[config.mk]
export PLATFORM = sky130hd
export DESIGN_NAME = shift8_ctrl
export DESIGN_NICKNAME = d
export VERILOG_FILES = /design/src/rtl/shift8_ctrl_pkg.sv /design/src/rtl/shift8_ctrl.sv
export SDC_FILE = /design/constraint.sdc
export NUM_CORES = 1
export LEC_CHECK = 0
export CAP_MARGIN = 20
export CORE_UTILIZATION = 54
export CTS_CLUSTER_SIZE = 20
export DETAILED_ROUTE_END_ITERATION = 7
export DONT_BUFFER_PORTS = 1
export PLACE_DENSITY = 0.8
export SLEW_MARGIN = 20
export SYNTH_ARGS = -nofsm -noshare
export SYNTH_HDL_FRONTEND = slang
export SYNTH_SLANG_ARGS = --single-unit
[constraint.sdc]
create_clock -name clk -period 1.7 [get_ports clk]
set_input_delay 0.085 -clock clk [delete_from_list [all_inputs] [get_ports clk]]
set_output_delay 0.085 -clock clk [all_outputs]
set_load 0.01 [all_outputs]
[src/rtl/shift8_ctrl_pkg.sv]
// Shared types and default sizing for the shifter8 command sequencer.
// Widths here are defaults only; the top module exposes them as parameters.
package shift8_ctrl_pkg;

  localparam int DEF_DATA_W    = 8;
  localparam int DEF_CNT_W     = 4;
  localparam int DEF_MAX_SHIFT = 8;

  typedef enum logic [1:0] {
    IDLE  = 2'd0,
    LOAD  = 2'd1,
    SHIFT = 2'd2,
    RESP  = 2'd3
  } state_t;

endpackage

[src/rtl/shift8_ctrl.sv]
// Command sequencer for shifter8: loads a word, counts N shifts, captures the
// shifted result and returns it over a valid/ready handshake.
module shift8_ctrl
  import shift8_ctrl_pkg::*;
#(
  parameter int DATA_W    = DEF_DATA_W,
  parameter int CNT_W     = DEF_CNT_W,
  parameter int MAX_SHIFT = DEF_MAX_SHIFT
) (
  input  logic              clk,
  input  logic              reset_n,
  input  logic              cmd_valid,
  output logic              cmd_ready,
  input  logic [DATA_W-1:0] cmd_data,
  input  logic              cmd_dir,
  input  logic [CNT_W-1:0]  cmd_count,
  output logic [DATA_W-1:0] sh_din,
  output logic              sh_load,
  output logic              sh_LR,
  input  logic [DATA_W-1:0] sh_dout,
  output logic              res_valid,
  input  logic              res_ready,
  output logic [DATA_W-1:0] res_data
);

  localparam logic [CNT_W-1:0] MAX_CNT = CNT_W'(MAX_SHIFT);

  state_t           state;
  logic [CNT_W-1:0] cnt;

  // NOTE: cmd_ready is decoded from state, not registered, so it reads 1 during reset.
  assign cmd_ready = (state == IDLE);

  // NOTE: all state uses non-blocking assignments so every register samples pre-edge values.
  always_ff @(posedge clk or negedge reset_n) begin
    if (!reset_n) begin
      state     <= IDLE;
      cnt       <= '0;
      sh_din    <= '0;
      sh_load   <= 1'b0;
      sh_LR     <= 1'b0;
      res_valid <= 1'b0;
      res_data  <= '0;
    end else begin
      case (state)
        IDLE: begin
          if (cmd_valid) begin
            sh_din  <= cmd_data;
            sh_LR   <= cmd_dir;
            cnt     <= (cmd_count > MAX_CNT) ? MAX_CNT : cmd_count;
            sh_load <= 1'b1;
            state   <= LOAD;
          end
        end
        LOAD: begin
          sh_load <= 1'b0;
          state   <= SHIFT;
        end
        SHIFT: begin
          // shifter8's dout already reflects cnt shifts when cnt reaches zero
          if (cnt != '0) begin
            cnt <= cnt - 1'b1;
          end else begin
            res_data  <= sh_dout;
            res_valid <= 1'b1;
            state     <= RESP;
          end
        end
        RESP: begin
          if (res_ready) begin
            res_valid <= 1'b0;
            state     <= IDLE;
          end
        end
        default: state <= IDLE;
      endcase
    end
  end

endmodule

==> summary.md, run 1 <==
| Metric | Value |
|---|---|
| CTS tree | `built` |
| Failing checks | `negative setup slack` |
| Post-synth top cells | `dfrtp_1, mux2_2, inv_1, ha_1` |
| Core Region | `approximately 2000 um^2` |
| Setup TNS | `-1.06 ps` |
| Top_reg_cell synth | `dfrtp_1` |
| Placed cells | `132` |
| I/O pin count | `45` |
| Yosys warnings | `0` |
| Port Buffers | `0` |
| Post-Syn Area | `~1200 um^2` |
| Largest net degree at the start of global routing | `26` |
| Post-Synth XOR/XNOR Area | `0%` |
| CTS clk-pin slew, worst paths | `approximately 130 ps` |
| Final period util | `100%` |
| CP Capture Type | `flop` |
| Multiplexer share of the synthesized area | `approximately 20%` |
| Routed vias/inst | `between 5 and 6` |
| LEAKAGE | `0.744 nW` |
| Status | `finished, violations left` |
| Syn Inst Count | `93` |
| Fin area | `1650 um^2` |
| Most frequent cell after synthesis | `dfrtp_1` |
| Worst EP required | `around 1900 ps` |
| Clock buffer count from CTS | `3` |
| Final setup viols | `1` |
| # rows | `16` |
| Share of cells above drive strength 1 | `36.6%` |
| CP startpoint kind | `flop` |
| Syn Area/Cell | `between 10 and 15 um^2` |
| Post-Route WL | `around 2400 um` |
| Top cell type's share of synthesized area | `51.8%` |
| Finished Core Util | `just over 80%` |
| Hold Crit Start | `cmd_count[3]` |
| Initial Util | `between 50 and 60%` |
| Clock Sinks | `25` |
| Hpwl dp | `about 1600 um` |
| Syn_nets | `123` |
| Die ar. | `approximately 2400 um^2` |
| EDFF count, synth | `0` |
| Final Hold Viols | `0` |
| Max-slew violation count | `0` |
| Clk_lat worst skew | `slightly above 300 ps` |
| Post-Synth Simple-Gate Area | `approximately a tenth` |
| Area growth from synthesis to layout | `36.4%` |
| Final worst slack | `-1.06 ps` |
| CTS root buffer | `clkbuf_4` |
| Worst-Margin Slew | `between 500 and 600 ps` |
| First-pass GRT wire length | `a little under 4000 um` |
| Synth unique cells | `33` |
| DRT Pass-1 Iters | `4` |
| Max clock buf depth | `2` |
| Crit-path max FO | `4` |
| Pwr dens | `roughly 1800 nW/um^2` |
| Main combinational cell family by area after synthesis | `multiplexers` |
| FMAX | `between 500 and 600 MHz` |
| Final Non-Filler Cells | `161` |
| Initial antenna violation count | `0` |
| WL/cell | `14.7 um` |
| Post-Synth Adder-Cell Area | `~5.2%` |
| Worst IR drop on VDD | `around 1.2 mV` |
| # Max-Cap Violations | `0` |
| Vias in the first global route | `between 900 and 1000` |
| Slew headroom | `around 64%` |
| Worst Path Arrival | `approximately 1900 ps` |
| Final antenna-violating net count | `0` |
| Drt initial violations | `13` |
| DRC violations left | `0` |
| Tmin final | `between 1500 and 2000 ps` |
| Hold WC Path Type | `input pin to flop` |
| #FFs+latches synth | `25` |
| Worst r2r src | `cnt[1]` |
| Total congestion overflow | `0` |
| CP Class | `flop to flop` |
| Compound-Gate Fraction of Synth Area | `9.73%` |
| Largest area contributor in the netlist | `dfrtp_1` |
| H-tree levels | `1` |
| CP startpoint | `cnt[1]` |
| Final RePlAce weighted congestion | `about 0.86` |
| Top area cells in the synthesized netlist | `dfrtp_1, mux2_2, ha_1` |
| # diodes | `0` |
| Register area share after synthesis | `between 50 and 60%` |
| Global Route Usage Sum | `20.7%` |
| Nets | `around 170` |
| Vias | `about 900` |
| Cell Area, Placed | `about 1300 um^2` |
| DIE HEIGHT | `49.3 um` |
| RSZ-0062 raised after global routing | `true` |
| Async SR Flop Fraction | `100%` |
| Worst clock skew | `about 7.0 ps` |
| DIE WIDTH | `49.3 um` |
-- cells in the final DEF (no fill, tap or decap), types with 2 or more instances in the layout --
cell and instances:
mux2_1 4, buf_4 18, ha_1 2, nor3b_1 2, o21ai_0 2, clkbuf_4 3
inv_2 2, inv_1 7, dlygate4sd3_1 20, a21oi_1 3, dfrtp_1 25, ha_4 2
nand2_1 4, mux2i_1 3, mux2_2 13
-- area by class of cell --
type / instances / area [um^2]
Fill cell: 108 / 393
Timing Repair Buffer: 39 / 340
Sequential cell: 25 / 626
Inverter: 9 / 33.8
Clock buffer: 4 / 26.3
Multi-Input combinational cell: 57 / 589
Tap cell: 27 / 33.8
-- what timing repair did --
item                       in CTS  in global routing
setup endpoints to repair      10                 11
resized for setup               2                  6
hold endpoints to repair       45                 25
pin swaps                       2                  0
hold buffers                   20                  1
buffers inserted                0                  4
-- power breakdown --
group | internal, mW | switching [mW] | total [mW] | leakage (nW)
clock network | 0.0916 | 0.162 | 0.254 | 0.0150
logic | 0.908 | 0.646 | 1.55 | 0.429
registers | 0.899 | 0.317 | 1.22 | 0.300
-- stage by stage --
stage	worst slack, ps	power, mW	hold slack [ps]
2_1_floorplan	6.80	2.11	-211
3_3_place_gp	1.18	2.47	-210
3_5_place_dp	-40.6	2.55	-210
4_1_cts	0.396	2.87	15.5
5_1_grt	-63.9	3.24	29.0
6_report	-1.06	3.02	19.5
-- worst max-delay path: stages, from the launching register on --
cell and delay, ps:
dfrtp_1 400, inv_2 80, ha_4 140, or3b_4 390, a221oi_4 270, mux2_4 320
-- registers in the layout, summed over array words and instances, names as in the netlist --
name	count
sh_din	8
sh_LR	1
state	2
res_data	8
cnt	4
res_valid	1
sh_load	1
-- final timing paths --
kind | endpoint | depth (start not counted) | slack (ps)
setup / recovery | state[1] | 5 | -1
hold / removal | cnt[1] | 3 | 20
setup reg to reg | state[1] | 5 | -1
hold reg to reg | res_data[1] | 1 | 590
max in group asynchronous | res_data[6] | 2 | 1050
min in group asynchronous | sh_din[7] | 2 | 280
-- kinds of logic after synthesis --
| family | after synthesis |
|---|---|
| buffers and inverters | 11 |
| flip-flops | 25 |
| adder cells (fa/ha/maj) | 5 |
| AO/OA/AOI/OAI | 14 |
| AND/OR/NAND/NOR | 17 |
| multiplexers | 21 |
-- metal layers --
metal  vias up  GRT usage, %  wire length [um]
li1        414             -                 -
met1       419          24.3               998
met2        35          35.8              1180
met3         6          4.67               148
met4         0          8.82                37
met5         -             0                 0
(Power assumes the default switching activity.)
==> inputs of run 2 (changes only) <==
--- a/config.mk
+++ b/config.mk
@@ -6,11 +6,14 @@
 export NUM_CORES = 1
 export LEC_CHECK = 0
 export CAP_MARGIN = 20
-export CORE_UTILIZATION = 54
+export CELL_PAD_IN_SITES_DETAIL_PLACEMENT = 0
+export CELL_PAD_IN_SITES_GLOBAL_PLACEMENT = 2
+export CORE_UTILIZATION = 35
 export CTS_CLUSTER_SIZE = 20
 export DETAILED_ROUTE_END_ITERATION = 7
 export DONT_BUFFER_PORTS = 1
-export PLACE_DENSITY = 0.8
+export PLACE_DENSITY = 0.81
+export SKIP_CTS_REPAIR_TIMING = 1
 export SLEW_MARGIN = 20
 export SYNTH_ARGS = -nofsm -noshare
 export SYNTH_HDL_FRONTEND = slang
==> run 2 against run 1 <==
The run still ends with negative setup slack left. Clock power up 2%. Count of clock-buffer cells in the layout down 1. Cell area up 3.3%. Utilization down 27 points.
==> summary.md, run 2 (synthesis gave the netlist of run 1 again) <==
| Metric | Value |
|---|---|
| Status | `finished, violations left` |
| Failing checks | `negative setup slack` |
| Total congestion overflow | `0 (unchanged)` |
| Slew headroom | `77.3% (+13 points)` |
| Buf/Inv on CP | `1 (unchanged)` |
| Nets | `168 (+1.8%)` |
| RSZ-0062 raised after global routing | `true` |
| Drt initial violations | `28 (+15)` |
| Worst Hold End | `cnt[1]` |
| Clk_lat worst skew | `310 ps (about the same)` |
| Worst clock skew | `1.23 ps (-5.73 ps)` |
| Hold WC Path Type | `input pin to flop` |
| Max-slew violation count | `0 (unchanged)` |
| Most frequent cells in the layout | `dfrtp_1, dlygate4sd3_1, buf_4` |
| Area growth from synthesis to layout | `40.9%` |
| Worst IR drop on VDD | `0.790 mV (-37%)` |
| # Max-Cap Violations | `0 (unchanged)` |
| Hpwl dp | `1870 um (+15%)` |
| First-pass GRT wire length | `3700 um (-3.9%)` |
| # diodes | `0 (unchanged)` |
| CP startpoint kind | `flop` |
| CP Capture Type | `flop` |
| Fin Hold WS | `17.4 ps (-2.09 ps)` |
| Largest registers | `res_data x8, sh_din x8, cnt x4` |
| WHS Path Cells | `3 (unchanged)` |
| Placed cells | `154 (+17%)` |
| Cell Area, Placed | `1410 um^2 (+4.4%)` |
| P_sw | `1.14 mW (+1.1%)` |
| Crit-path max cell delay | `410 ps (about the same)` |
| Die ar. | `3690 um^2 (+52%)` |
| Post-Route WL | `2680 um (+13%)` |
| Worst r2r src | `cnt[1]` |
| Core Region | `3150 um^2 (+54%)` |
| FMAX | `578 MHz (-1.7%)` |
| Commonest non-fill, non-tap cell in the layout | `dfrtp_1` |
| Final setup viols | `1 (unchanged)` |
| Worst Path Arrival | `1940 ps (+30 ps)` |
| DIE HEIGHT | `60.8 um (+23%)` |
| Global Route Usage Sum | `14.0% (-6.7 points)` |
| Switching Fraction | `36.7% (-0.52 points)` |
| Vias in the first global route | `850 (-10%)` |
| Final Non-Filler Cells | `181 (+12%)` |
| Initial Util | `38.3% (-21 points)` |
| Routed vias/inst | `4.83 (-11%)` |
| R2R Setup Slk | `-30 ps (-30 ps)` |
| # rows | `20 (+4)` |
| Share of cells above drive strength 1 | `39.4% (+2.8 points)` |
| Largest net degree at the start of global routing | `26 (unchanged)` |
| R2R Path End | `state[1]` |
| CP Class | `flop to flop` |
| Logic pwr share | `52.1% (+0.7 points)` |
| Fin area | `1700 um^2 (+3.3%)` |
| Crit path max-delay family | `flip-flops` |
| Seq pwr share | `39.5% (-0.7 points)` |
| Hold Crit Start | `cmd_count[3]` |
| Pwr dens | `1820 nW/um^2 (-0.74%)` |
| H-tree levels | `1 (unchanged)` |
| Internal Power | `1.96 mW (+3.3%)` |
| Clock group share of total power | `8.4% (about the same)` |
| Clock buffer count from CTS | `3 (unchanged)` |
| Setup TNS | `-30.2 ps (-29.1 ps)` |
| LEAKAGE | `0.762 nW (+2.3%)` |
| Initial antenna violation count | `0 (unchanged)` |
| Final worst slack | `-30.2 ps (-29.1 ps)` |
| DRC violations left | `0 (unchanged)` |
| Worst EP required | `1910 ps (about the same)` |
| Worst-Margin Slew | `340 ps (-196 ps)` |
| Clock Sinks | `25 (unchanged)` |
| Port Buffers | `0 (unchanged)` |
| Max clock buf depth | `2 (unchanged)` |
| Finished Core Util | `54.0% (-27 points)` |
| CTS root buffer | `clkbuf_4` |
| DIE WIDTH | `60.8 um (+23%)` |
| Tmin final | `1730 ps (+29.1 ps)` |
| CP Cell Sequence | `inv_2, ha_4, or3b_4, a221oi_4, mux2_4` |
| CP max stage cell | `dfrtp_1` |
| Final Hold Viols | `0 (unchanged)` |
| Crit. path cell count | `5 (unchanged)` |
| R2r worst-path depth | `5 (unchanged)` |
| I/O pin count | `45 (unchanged)` |
| Crit-path max FO | `3 (-1)` |
| Final period util | `102% (+1.7 points)` |
| Final antenna-violating net count | `0 (unchanged)` |
| Vias | `874 (unchanged)` |
| CTS tree | `built` |
| WL/cell | `14.8 um (+0.60%)` |
| Final RePlAce weighted congestion | `0.810 (-5.7%)` |
| CTS clk-pin slew, worst paths | `130 ps (about the same)` |
| DRT Pass-1 Iters | `3 (-1)` |
run 2: cell type report:
class / count / area [um^2]
Tap cell: 44 / 55.1
Timing Repair Buffer: 42 / 382
Clock inverter: 1 / 5.00
Multi-Input combinational cell: 57 / 579
Clock buffer: 3 / 22.5
Inverter: 9 / 33.8
Sequential cell: 25 / 626
Fill cell: 284 / 1450
run 2: power by group through the flow:
stage                     Clock [mW]  Combinational, mW  Sequential [mW]
after floorplan                    0              0.918             1.19
after global placement             0               1.38             1.22
after detailed placement           0               1.46             1.23
after CTS                      0.275               1.46             1.22
after global routing           0.302               1.79             1.27
final                          0.260               1.62             1.22
run 2: how the worst max path moves through the flow:
stage	from	end	slack, ps
final	cnt[1]	state[1]	-30
after global routing	cnt[0]	state[1]	-100
after CTS	cnt[1]	state[1]	-100
after detailed placement	cnt[1]	state[1]	-70
after global placement	cnt[1]	state[1]	1
after floorplan	cnt[1]	state[1]	7
run 2: worst min-delay path: cells and delay by family:
family / cells / cell delay, ps
muxes: 1 / 80
and+or+nand+nor: 1 / 30
AOI/OAI and AO/OA: 1 / 110
run 2: per-stage QoR:
| step | total power [mW] | setup slack (ps) |
|---|---|---|
| 3_5_place_dp | 2.69 | -72.8 |
| 6_report | 3.10 | -30.2 |
| 4_1_cts | 2.95 | -103 |
| 3_3_place_gp | 2.60 | 1.27 |
| 5_1_grt | 3.36 | -97.6 |
| 2_1_floorplan | 2.11 | 6.80 |
run 2: layer usage:
metal | wire (um) | up-vias | track usage, %
met4 | 24 | 0 | 6.82
met2 | 1320 | 34 | 25.4
met3 | 221 | 2 | 3.20
met5 | 0 | - | 0
met1 | 1110 | 417 | 15.4
li1 | - | 421 | -
